--- config.mk ---
export PLATFORM = sky130hd
export DESIGN_NAME = multibyte_sub_sequencer
export DESIGN_NICKNAME = d
export VERILOG_FILES = /design/src/rtl/multibyte_sub_sequencer.sv
export SDC_FILE = /design/constraint.sdc
export NUM_CORES = 1
export LEC_CHECK = 0
export CORE_MARGIN = 8
export CORE_UTILIZATION = 40
export CTS_BUF_LIST = sky130_fd_sc_hd__clkbuf_8
export CTS_CLUSTER_SIZE = 30
export DETAILED_ROUTE_END_ITERATION = 8
export PLACE_DENSITY = 0.7
export SYNTH_ARGS = -nofsm -noshare
export SYNTH_HDL_FRONTEND = slang
export SYNTH_SLANG_ARGS = --single-unit
--- constraint.sdc ---
create_clock -name clk -period 1.9 [get_ports clk]
set_input_delay 0.285 -clock clk [delete_from_list [all_inputs] [get_ports clk]]
set_output_delay 0.285 -clock clk [all_outputs]
set_load 0.03 [all_outputs]
--- src/rtl/multibyte_sub_sequencer.sv ---
// multibyte_sub_sequencer
//
// Runs a NUM_BYTES-wide subtraction by driving an external byte-wide
// borrow-chain subtractor. The operands are issued one byte at a time, LSB
// byte first. Each byte's borrow-out is fed back as the next byte's
// borrow-in. The full difference is assembled here, and the final borrow is
// reported at completion.
//
// Optional feature: define SUB_TIMEOUT_EN to bound each wait for sub_done to
// TIMEOUT_CYCLES. When the bound expires, the operation ends with done=1,
// error=1 and borrow_out=0, and diff keeps only the bytes already received.
// Without the macro, WAIT has no limit and error is tied to 0.
//
// Ports:
//   clk, reset        single rising-edge clock, synchronous active-high reset
//   start             operation request, sampled only while idle
//   a, b, borrow_in   minuend, subtrahend, borrow into byte 0
//   busy              high while bytes are being issued or awaited
//   done              one-cycle completion pulse
//   diff, borrow_out  assembled a-b-borrow_in and borrow out of the top byte
//   error             timeout flag (SUB_TIMEOUT_EN only)
//   sub_a, sub_b      byte operands to the subtractor, held until sub_done
//   sub_borrow_in     borrow into the current byte
//   sub_start         one-cycle issue pulse to the subtractor
//   sub_diff          byte result from the subtractor
//   sub_borrow_out    byte borrow result from the subtractor
//   sub_done          byte result valid (single-cycle pulse)
module multibyte_sub_sequencer #(
    parameter int DATA_WIDTH     = 8,
    parameter int NUM_BYTES      = 4,
    parameter int TIMEOUT_CYCLES = 16
) (
    input  logic                            clk,
    input  logic                            reset,
    input  logic                            start,
    input  logic [NUM_BYTES*DATA_WIDTH-1:0] a,
    input  logic [NUM_BYTES*DATA_WIDTH-1:0] b,
    input  logic                            borrow_in,
    output logic                            busy,
    output logic                            done,
    output logic [NUM_BYTES*DATA_WIDTH-1:0] diff,
    output logic                            borrow_out,
    output logic                            error,
    output logic [DATA_WIDTH-1:0]           sub_a,
    output logic [DATA_WIDTH-1:0]           sub_b,
    output logic                            sub_borrow_in,
    output logic                            sub_start,
    input  logic [DATA_WIDTH-1:0]           sub_diff,
    input  logic                            sub_borrow_out,
    input  logic                            sub_done
);

    typedef enum logic [1:0] {IDLE, ISSUE, WAIT, FIN} state_t;
    typedef logic [NUM_BYTES-1:0][DATA_WIDTH-1:0] word_t;

    localparam int IDX_W = (NUM_BYTES > 1) ? $clog2(NUM_BYTES) : 1;
    localparam logic [IDX_W-1:0] LAST_IDX = IDX_W'(NUM_BYTES - 1);

    state_t                state_q, state_d;
    logic [IDX_W-1:0]      idx_q, idx_d, idx_nxt;
    word_t                 a_q, a_d, b_q, b_d, diff_q, diff_d;
    logic                  bout_q, bout_d;
    logic                  done_q, done_d;
    logic [DATA_WIDTH-1:0] sub_a_q, sub_a_d, sub_b_q, sub_b_d;
    logic                  sub_bin_q, sub_bin_d;
    logic                  sub_start_q, sub_start_d;
`ifdef SUB_TIMEOUT_EN
    localparam int CNT_W = $clog2(TIMEOUT_CYCLES + 1);
    localparam logic [CNT_W-1:0] WAIT_LAST = CNT_W'(TIMEOUT_CYCLES - 1);
    logic [CNT_W-1:0]      wcnt_q, wcnt_d;
    logic                  err_q, err_d;
`endif

    always_ff @(posedge clk) begin
        if (reset) begin
            state_q     <= IDLE;
            idx_q       <= '0;
            a_q         <= '0;
            b_q         <= '0;
            diff_q      <= '0;
            bout_q      <= 1'b0;
            done_q      <= 1'b0;
            sub_a_q     <= '0;
            sub_b_q     <= '0;
            sub_bin_q   <= 1'b0;
            sub_start_q <= 1'b0;
`ifdef SUB_TIMEOUT_EN
            wcnt_q      <= '0;
            err_q       <= 1'b0;
`endif
        end else begin
            state_q     <= state_d;
            idx_q       <= idx_d;
            a_q         <= a_d;
            b_q         <= b_d;
            diff_q      <= diff_d;
            bout_q      <= bout_d;
            done_q      <= done_d;
            sub_a_q     <= sub_a_d;
            sub_b_q     <= sub_b_d;
            sub_bin_q   <= sub_bin_d;
            sub_start_q <= sub_start_d;
`ifdef SUB_TIMEOUT_EN
            wcnt_q      <= wcnt_d;
            err_q       <= err_d;
`endif
        end
    end

    // The subtractor-facing byte registers are loaded on the edge that enters
    // ISSUE. As a result, sub_start and its operands appear together in the
    // ISSUE cycle and stay put for the whole WAIT. The running borrow lives
    // in sub_bin_q.
    always_comb begin
        state_d     = state_q;
        idx_d       = idx_q;
        idx_nxt     = idx_q + 1'b1;
        a_d         = a_q;
        b_d         = b_q;
        diff_d      = diff_q;
        bout_d      = bout_q;
        done_d      = 1'b0;
        sub_a_d     = sub_a_q;
        sub_b_d     = sub_b_q;
        sub_bin_d   = sub_bin_q;
        sub_start_d = 1'b0;
`ifdef SUB_TIMEOUT_EN
        wcnt_d      = wcnt_q;
        err_d       = err_q;
`endif
        case (state_q)
            IDLE: begin
                if (start) begin
                    a_d         = a;
                    b_d         = b;
                    idx_d       = '0;
                    sub_a_d     = a[DATA_WIDTH-1:0];
                    sub_b_d     = b[DATA_WIDTH-1:0];
                    sub_bin_d   = borrow_in;
                    sub_start_d = 1'b1;
                    state_d     = ISSUE;
`ifdef SUB_TIMEOUT_EN
                    err_d       = 1'b0;
`endif
                end
            end
            ISSUE: begin
                state_d = WAIT;
`ifdef SUB_TIMEOUT_EN
                wcnt_d  = '0;
`endif
            end
            WAIT: begin
                if (sub_done) begin
                    diff_d[idx_q] = sub_diff;
                    if (idx_q == LAST_IDX) begin
                        bout_d  = sub_borrow_out;
                        done_d  = 1'b1;
                        state_d = FIN;
                    end else begin
                        idx_d       = idx_nxt;
                        sub_a_d     = a_q[idx_nxt];
                        sub_b_d     = b_q[idx_nxt];
                        sub_bin_d   = sub_borrow_out;
                        sub_start_d = 1'b1;
                        state_d     = ISSUE;
                    end
                end
`ifdef SUB_TIMEOUT_EN
                // A sub_done in the limit cycle takes priority over the timeout.
                else if (wcnt_q == WAIT_LAST) begin
                    bout_d  = 1'b0;
                    err_d   = 1'b1;
                    done_d  = 1'b1;
                    state_d = FIN;
                end else begin
                    wcnt_d = wcnt_q + 1'b1;
                end
`endif
            end
            FIN: begin
                state_d = IDLE;
            end
            default: begin
                state_d = IDLE;
            end
        endcase
    end

    assign busy          = (state_q == ISSUE) || (state_q == WAIT);
    assign done          = done_q;
    assign diff          = diff_q;
    assign borrow_out    = bout_q;
    assign sub_a         = sub_a_q;
    assign sub_b         = sub_b_q;
    assign sub_borrow_in = sub_bin_q;
    assign sub_start     = sub_start_q;
`ifdef SUB_TIMEOUT_EN
    assign error         = err_q;
`else
    assign error         = 1'b0;
`endif

endmodule
== Yosys cells after proc, flatten, opt, wreduce, memory -nomap -nowiden ==
Cells that the tools add are included.
Cells by class
  shift-type cells: 0
  divide/modulo/power cells: 0
  equal/unequal tests: 7
  $add $sub $neg: 1
  bitwise logic cells: 2
  muxes and demuxes: 32
  reductions and logical operators: 10
  magnitude comparators: 3
  multiply operators: 0
Operators by type and width (number)
  $mux 8: 9
  $bmux 8 s2: 2
  $bwmux 32: 1
  $pmux 8 s2: 2
  $demux 8 s2: 1
  $mux 2: 6
  $pmux 2 s4: 1
  $mux 1: 7
  $eq 2x2->1 const B: 3
  $lt 2x3->1 const B: 2
  $ne 2x2->1 const B: 3
  $reduce_and 2->1: 3
  $pmux 1 s2: 2
  $pmux 2 s2: 1
  $reduce_and 4->1: 1
  $reduce_and 3->1: 1
  $reduce_or 3->1: 1
  $add 2x1->2 const B: 1
  $eq 2x1->1 const B: 1
  $ge 2x1->1 const B: 1
  $logic_not 2->1: 1
  $not 1->1: 2
  $reduce_bool 2->1: 1
  $logic_and 1x1->1: 1
  $logic_or 1x1->1: 1
Word-level totals
  bits in registers: 120
  RAM bits: 0
  latch bits: 0
  input port bits: 78
  ROM bits: 0
  logic and storage cells: 75
  output and inout bits: 54
  memories kept: 0

== Longest topological paths before layout ==
Gate-level depths: netlist (run 1).
  depth in word-level cells: 6
  gate-level depth with buffers: 10

== Worst setup path after synthesis (run 1) ==
No wires, ideal clock.
  path kind: reg-to-reg
  start point: register idx_q[0]
  end point: register sub_a_q[0], in the netlist sub_a[0]
  arrival: 1.896 ns
  clock period less this slack: 1.970 ns
  path slack: -0.070 ns
  setup time: 0.074 ns
  cell stages (with the launch flop): 11
  required time: 1.826 ns
  cells stage by stage: dfxtp_1 > buf_4 > buf_4 > inv_1 > ha_1 > nand2b_1 > clkbuf_2 > buf_6 > o22ai_1 > nor3_2 > nor3_2
On the way
  cells in the longest elaborated chain, start to end: 6
RTL lines
  start: declaration: RTL line 60  | logic [IDX_W-1:0] idx_q, idx_d, idx_nxt;
  start signal: assignment: RTL line 93  | idx_q <= idx_d;
  $add 2x1->2: RTL line 117  | idx_nxt = idx_q + 1'b1;
  $bmux 8 s2: RTL line 162  | sub_a_d = a_q[idx_nxt];
  $mux 8 (not written as such): RTL line 162
  $mux 8: RTL line 156  | if (idx_q == LAST_IDX) begin
  $mux 8: RTL line 154  | if (sub_done) begin
  $pmux 8 s2: RTL line 131  | case (state_q)
  end signal: assignment: RTL line 99  | sub_a_q <= sub_a_d;
  end: declaration: RTL line 64  | logic [DATA_WIDTH-1:0] sub_a_q, sub_a_d, sub_b_q, sub_b_d;
Several ways; a longest one is shown, not always the timed one. The select of a mux whose other input is x is not followed.
A chain may end at the register's enable or synchronous reset.

== Worst setup path after layout (run 1) ==
  start point: register sub_a_q[5], in the netlist sub_a[5]
  end point: output port sub_a[5]
RTL lines
  end: declaration: RTL line 44  | output logic [DATA_WIDTH-1:0] sub_a,
No word-level cell between the ends.

==> results by group, run 1 <==
GRT
  – Number of global-route vias before repair: 4538
  – GR Layer Usage met3: 0.0621
  – Grt ovf: 0
  – GR met1 Demand/Resource: 0.200
  – Pin count of the biggest net entering global routing: 65
  – Initial antenna violation count: 0
  – First-pass GRT wire length: 23000 um
  – Met2 capacity usage during global routing: 0.296
  – Layer carrying the most global-route usage: met2
  – Combined global-route utilization of all metal layers: 0.177

STA
  – Setup total negative slack: 0 ns
  – Final worst path period share: 0.956
  – Worst setup slack after layout: 0.0834 ns
  – Count of pins over their slew limit: 0
  – Unrepaired setup endpoints after global routing: no
  – Finish-stage setup viols: 0
  – Final critical delay including setup and external delays: about 1.8 ns
  – Max Clock Freq: 0.550 GHz
  – Final setup skew: 0.00949 ns
  – Hold Fails Final Rpt: 0

Placement
  – Number of placed instances with taps included: 859
  – Hpwl dp: 10300 um
  – Number of buffers inserted by port buffering: 130
  – Setup slack at placement: 0.0193 ns
  – Routability congestion estimate: between 0.8 and 0.9

Worst setup path
  – Worst setup EP type: primary output
  – Cell family contributing the most delay on the critical path: buffers and inverters
  – Instance count on the critical path: 1
  – Chain of cells forming the critical path: clkdlybuf4s50_1
  – Startpoint kind of the worst setup timing path: flip-flop
  – Required arrival time at the worst endpoint: 1.62 ns
  – Worst setup startpoint: sub_a[5]$_SDFFE_PP0P_
  – Kind of critical path: reg2out
  – Startpoint of the worst register-to-register path: state_q[0]$_SDFFE_PP0P_
  – Critical Path Max Stage Delay: 0.70 ns
  – CP Max Fanout: 2
  – Number of buffers and inverters on the critical path: 1
  – Slowest cell on the critical path: sky130_fd_sc_hd__clkdlybuf4s50_1
  – Worst R2R Setup Slack: roughly 0.15 ns
  – Worst r2r path cells: 6
  – Arrival time at the worst endpoint: 1.53 ns

Layout
  – Antenna diodes: 0
  – Final standard cell utilization of the core: 0.560
  – Area growth from synthesis to layout: 37.3%
  – Final Non-Filler Cells: 893
  – Fin nets: 795
  – Proportion of layout cells with a drive suffix above 1: 0.108

Power
  – Internal Power: about 5.2 mW
  – Clock share of power: 0.322
  – Comb power frac: 0.287
  – Net switching power figure: between 2 and 2.5 mW
  – Switching power as a share of total power: 0.323
  – Power density normalized to cell area: 1100 mW/mm2
  – Leakage dissipation: 2.74 nW
  – Sequential group share of total power: 0.391
  – Worst VDD drop: between 0.0005 and 0.0006 V

CTS
  – TritonCTS clock tree: yes
  – Clock transition at path regs: 0.07 ns
  – Maximum number of buffers from clock root to sink: 2
  – Level count of the clock H-tree: 4
  – CTS Root Cell: sky130_fd_sc_hd__clkbuf_8
  – Insertion delay to the later sink of the worst-skew pair: 0.44 ns
  – Clock buffers created by TritonCTS: 17
  – Cts-stage hold buffer count: 0
  – Total clock sinks: 120

Drt
  – Post-route ant nets: 0
  – DRC Markers: 0
  – Routed via count divided by cell count: ~5
  – Count of routing violations after the opening detailed-route iteration: between 200 and 300
  – Routed wirelength normalized by instance count: 16.1 um
  – Final wirelength: 14400 um
  – Via total after detailed routing: 4387
  – Length of the first detailed-routing pass in iterations: 4

Floorplan
  – Standard cell core area: about 0.013 mm2
  – Floorplan die width: ~130 um
  – Count of pins on the block boundary: 132
  – Area of the die: about 0.017 mm2
  – Rows: 41
  – Starting density of the core: 0.408
  – Die Y-Extent: about 130 um

Logic synthesis
  – Synthesized instance count: 584
  – Total standard cell area after synthesis: slightly above 0.005 mm2
  – EDFF count, synth: 0
  – Area share of the largest cell type after synthesis: 0.471
  – Yosys warns: 0
  – Area leader, netlist: sky130_fd_sc_hd__dfxtp_1
  – Mean instance size in the synthesized netlist: a little under 9 um2
  – Number of synthesized register bits: 120
  – Post-synth ARST share: 0
  – Most instantiated flip-flop cell in the synthesis netlist: sky130_fd_sc_hd__dfxtp_1
  – Synth cell types: 32
  – Syn Nets: approximately 670
  – Share of the yosys chip area belonging to registers: 0.471
  – Area contributors post-synth: sky130_fd_sc_hd__dfxtp_1 (47%), sky130_fd_sc_hd__mux2i_1 (13%), sky130_fd_sc_hd__nand2_1 (9.9%)

Flow run
  – Max-capacitance violation count: 0

Hold path
  – Path type of the worst min-delay path: in2reg
  – Number of instances on the worst hold path: 2
  – HP Start: reset

Run status
  – Outcome: complete, no violations
-- final timing paths --
| check | endpoint |
|---|---|
| worst max-delay path | sub_a[5] |
| worst max register to register | diff[30]$_SDFFE_PP0P_ |
| worst min-delay path | b_q[9]$_SDFFE_PP0P_ |
| worst min register to register | a_q[21]$_SDFFE_PP0P_ |
-- cells by family after synthesis --
kind of cell,after synthesis,share of synthesized area
multiplexers,66,0.129
other,1,0.000735
buffers and inverters,47,0.0495
flip-flops,120,0.471
AO/OA/AOI/OAI,89,0.0988
AND/OR/NAND/NOR,252,0.229
adder cells (fa/ha/maj),9,0.0221
-- placed cells by master, fill, tap and decap left out, types with 2 or more instances in the layout --
cell type,count
sky130_fd_sc_hd__nand2_1,133
sky130_fd_sc_hd__o22ai_1,16
sky130_fd_sc_hd__clkdlybuf4s50_1,128
sky130_fd_sc_hd__inv_1,7
sky130_fd_sc_hd__nand3_2,3
sky130_fd_sc_hd__clkinv_2,3
sky130_fd_sc_hd__nor3_1,18
sky130_fd_sc_hd__buf_12,4
sky130_fd_sc_hd__a21oi_1,66
sky130_fd_sc_hd__ha_1,9
sky130_fd_sc_hd__clkinvlp_4,3
sky130_fd_sc_hd__nand3_1,4
sky130_fd_sc_hd__clkinv_4,2
sky130_fd_sc_hd__dfxtp_1,119
sky130_fd_sc_hd__nor2b_1,16
sky130_fd_sc_hd__buf_4,14
sky130_fd_sc_hd__nor2_1,53
sky130_fd_sc_hd__clkbuf_8,18
sky130_fd_sc_hd__bufinv_16,4
sky130_fd_sc_hd__nor3_2,16
sky130_fd_sc_hd__mux2i_1,66
sky130_fd_sc_hd__nand2b_1,2
-- power by group through the flow --
stage                     clock [mW]  combinational [mW]  sequential [mW]
after floorplan                    0                1.15             3.27
after global placement             0                2.10             3.05
after detailed placement           0                2.15             3.06
after CTS                       2.52                2.15             3.00
after global routing            2.64                2.39             3.03
final                           2.47                2.21             3.00
-- timing repair --
item,CTS,global route
endpoints found under the setup margin,1,19
gates resized for setup,3,1
setup buffers,0,2
pin swaps,0,1
-- synthesized netlist by cell type (2+ instances only) --
cell / count
sky130_fd_sc_hd__ha_1: 9
sky130_fd_sc_hd__buf_4: 6
sky130_fd_sc_hd__o22ai_1: 16
sky130_fd_sc_hd__nand2_1: 134
sky130_fd_sc_hd__nor3_1: 18
sky130_fd_sc_hd__buf_2: 9
sky130_fd_sc_hd__clkbuf_1: 21
sky130_fd_sc_hd__buf_6: 4
sky130_fd_sc_hd__mux2i_1: 66
sky130_fd_sc_hd__a21oi_1: 66
sky130_fd_sc_hd__and2_1: 2
sky130_fd_sc_hd__nand3_2: 4
sky130_fd_sc_hd__nor2b_1: 16
sky130_fd_sc_hd__nor3_2: 16
sky130_fd_sc_hd__nand3_1: 4
sky130_fd_sc_hd__inv_1: 5
sky130_fd_sc_hd__dfxtp_1: 120
sky130_fd_sc_hd__nand2b_1: 2
sky130_fd_sc_hd__nor2_1: 53
-- cell type report --
cell class	count	area [um2]
fillers	1178	5510
multi-input cells	417	2460
flip-flops and latches	120	2400
repair buffers	147	1480
clock buffers	18	248
well taps	172	215
clock inverters	14	183
inverters	5	18.8
-- flip-flops by register name (all words and copies together), names as in the netlist --
signal / flops
borrow_out: 1
idx_q: 2
state_q: 2
diff: 32
a_q: 32
sub_b: 8
done: 1
sub_start: 1
sub_a: 8
sub_borrow_in: 1
b_q: 32
-- through the flow --
stage	total power, mW	hold slack, ns	instance area, um2
2_1_floorplan	4.42	0.421	5110
3_3_place_gp	5.14	0.441	6540
3_5_place_dp	5.21	0.446	6540
4_1_cts	7.68	0.0770	6970
5_1_grt	8.06	0.0977	7010
6_report	7.68	0.108	7010
-- layer usage --
metal / up-vias / wire (um)
li1: 2191 / -
met2: 114 / 6990
met5: - / 0
met3: 22 / 991
met4: 0 / 297
met1: 2060 / 6110
Power figures use the tool's default switching activity.
==> run 2: changes to the inputs <==
--- a/config.mk
+++ b/config.mk
@@ -14,3 +14,4 @@
 export SYNTH_ARGS = -nofsm -noshare
 export SYNTH_HDL_FRONTEND = slang
 export SYNTH_SLANG_ARGS = --single-unit
+export TNS_END_PERCENT = 30
==> results of run 2 <==
Same layout as run 1: the final DEF is identical, and so are final timing and power.
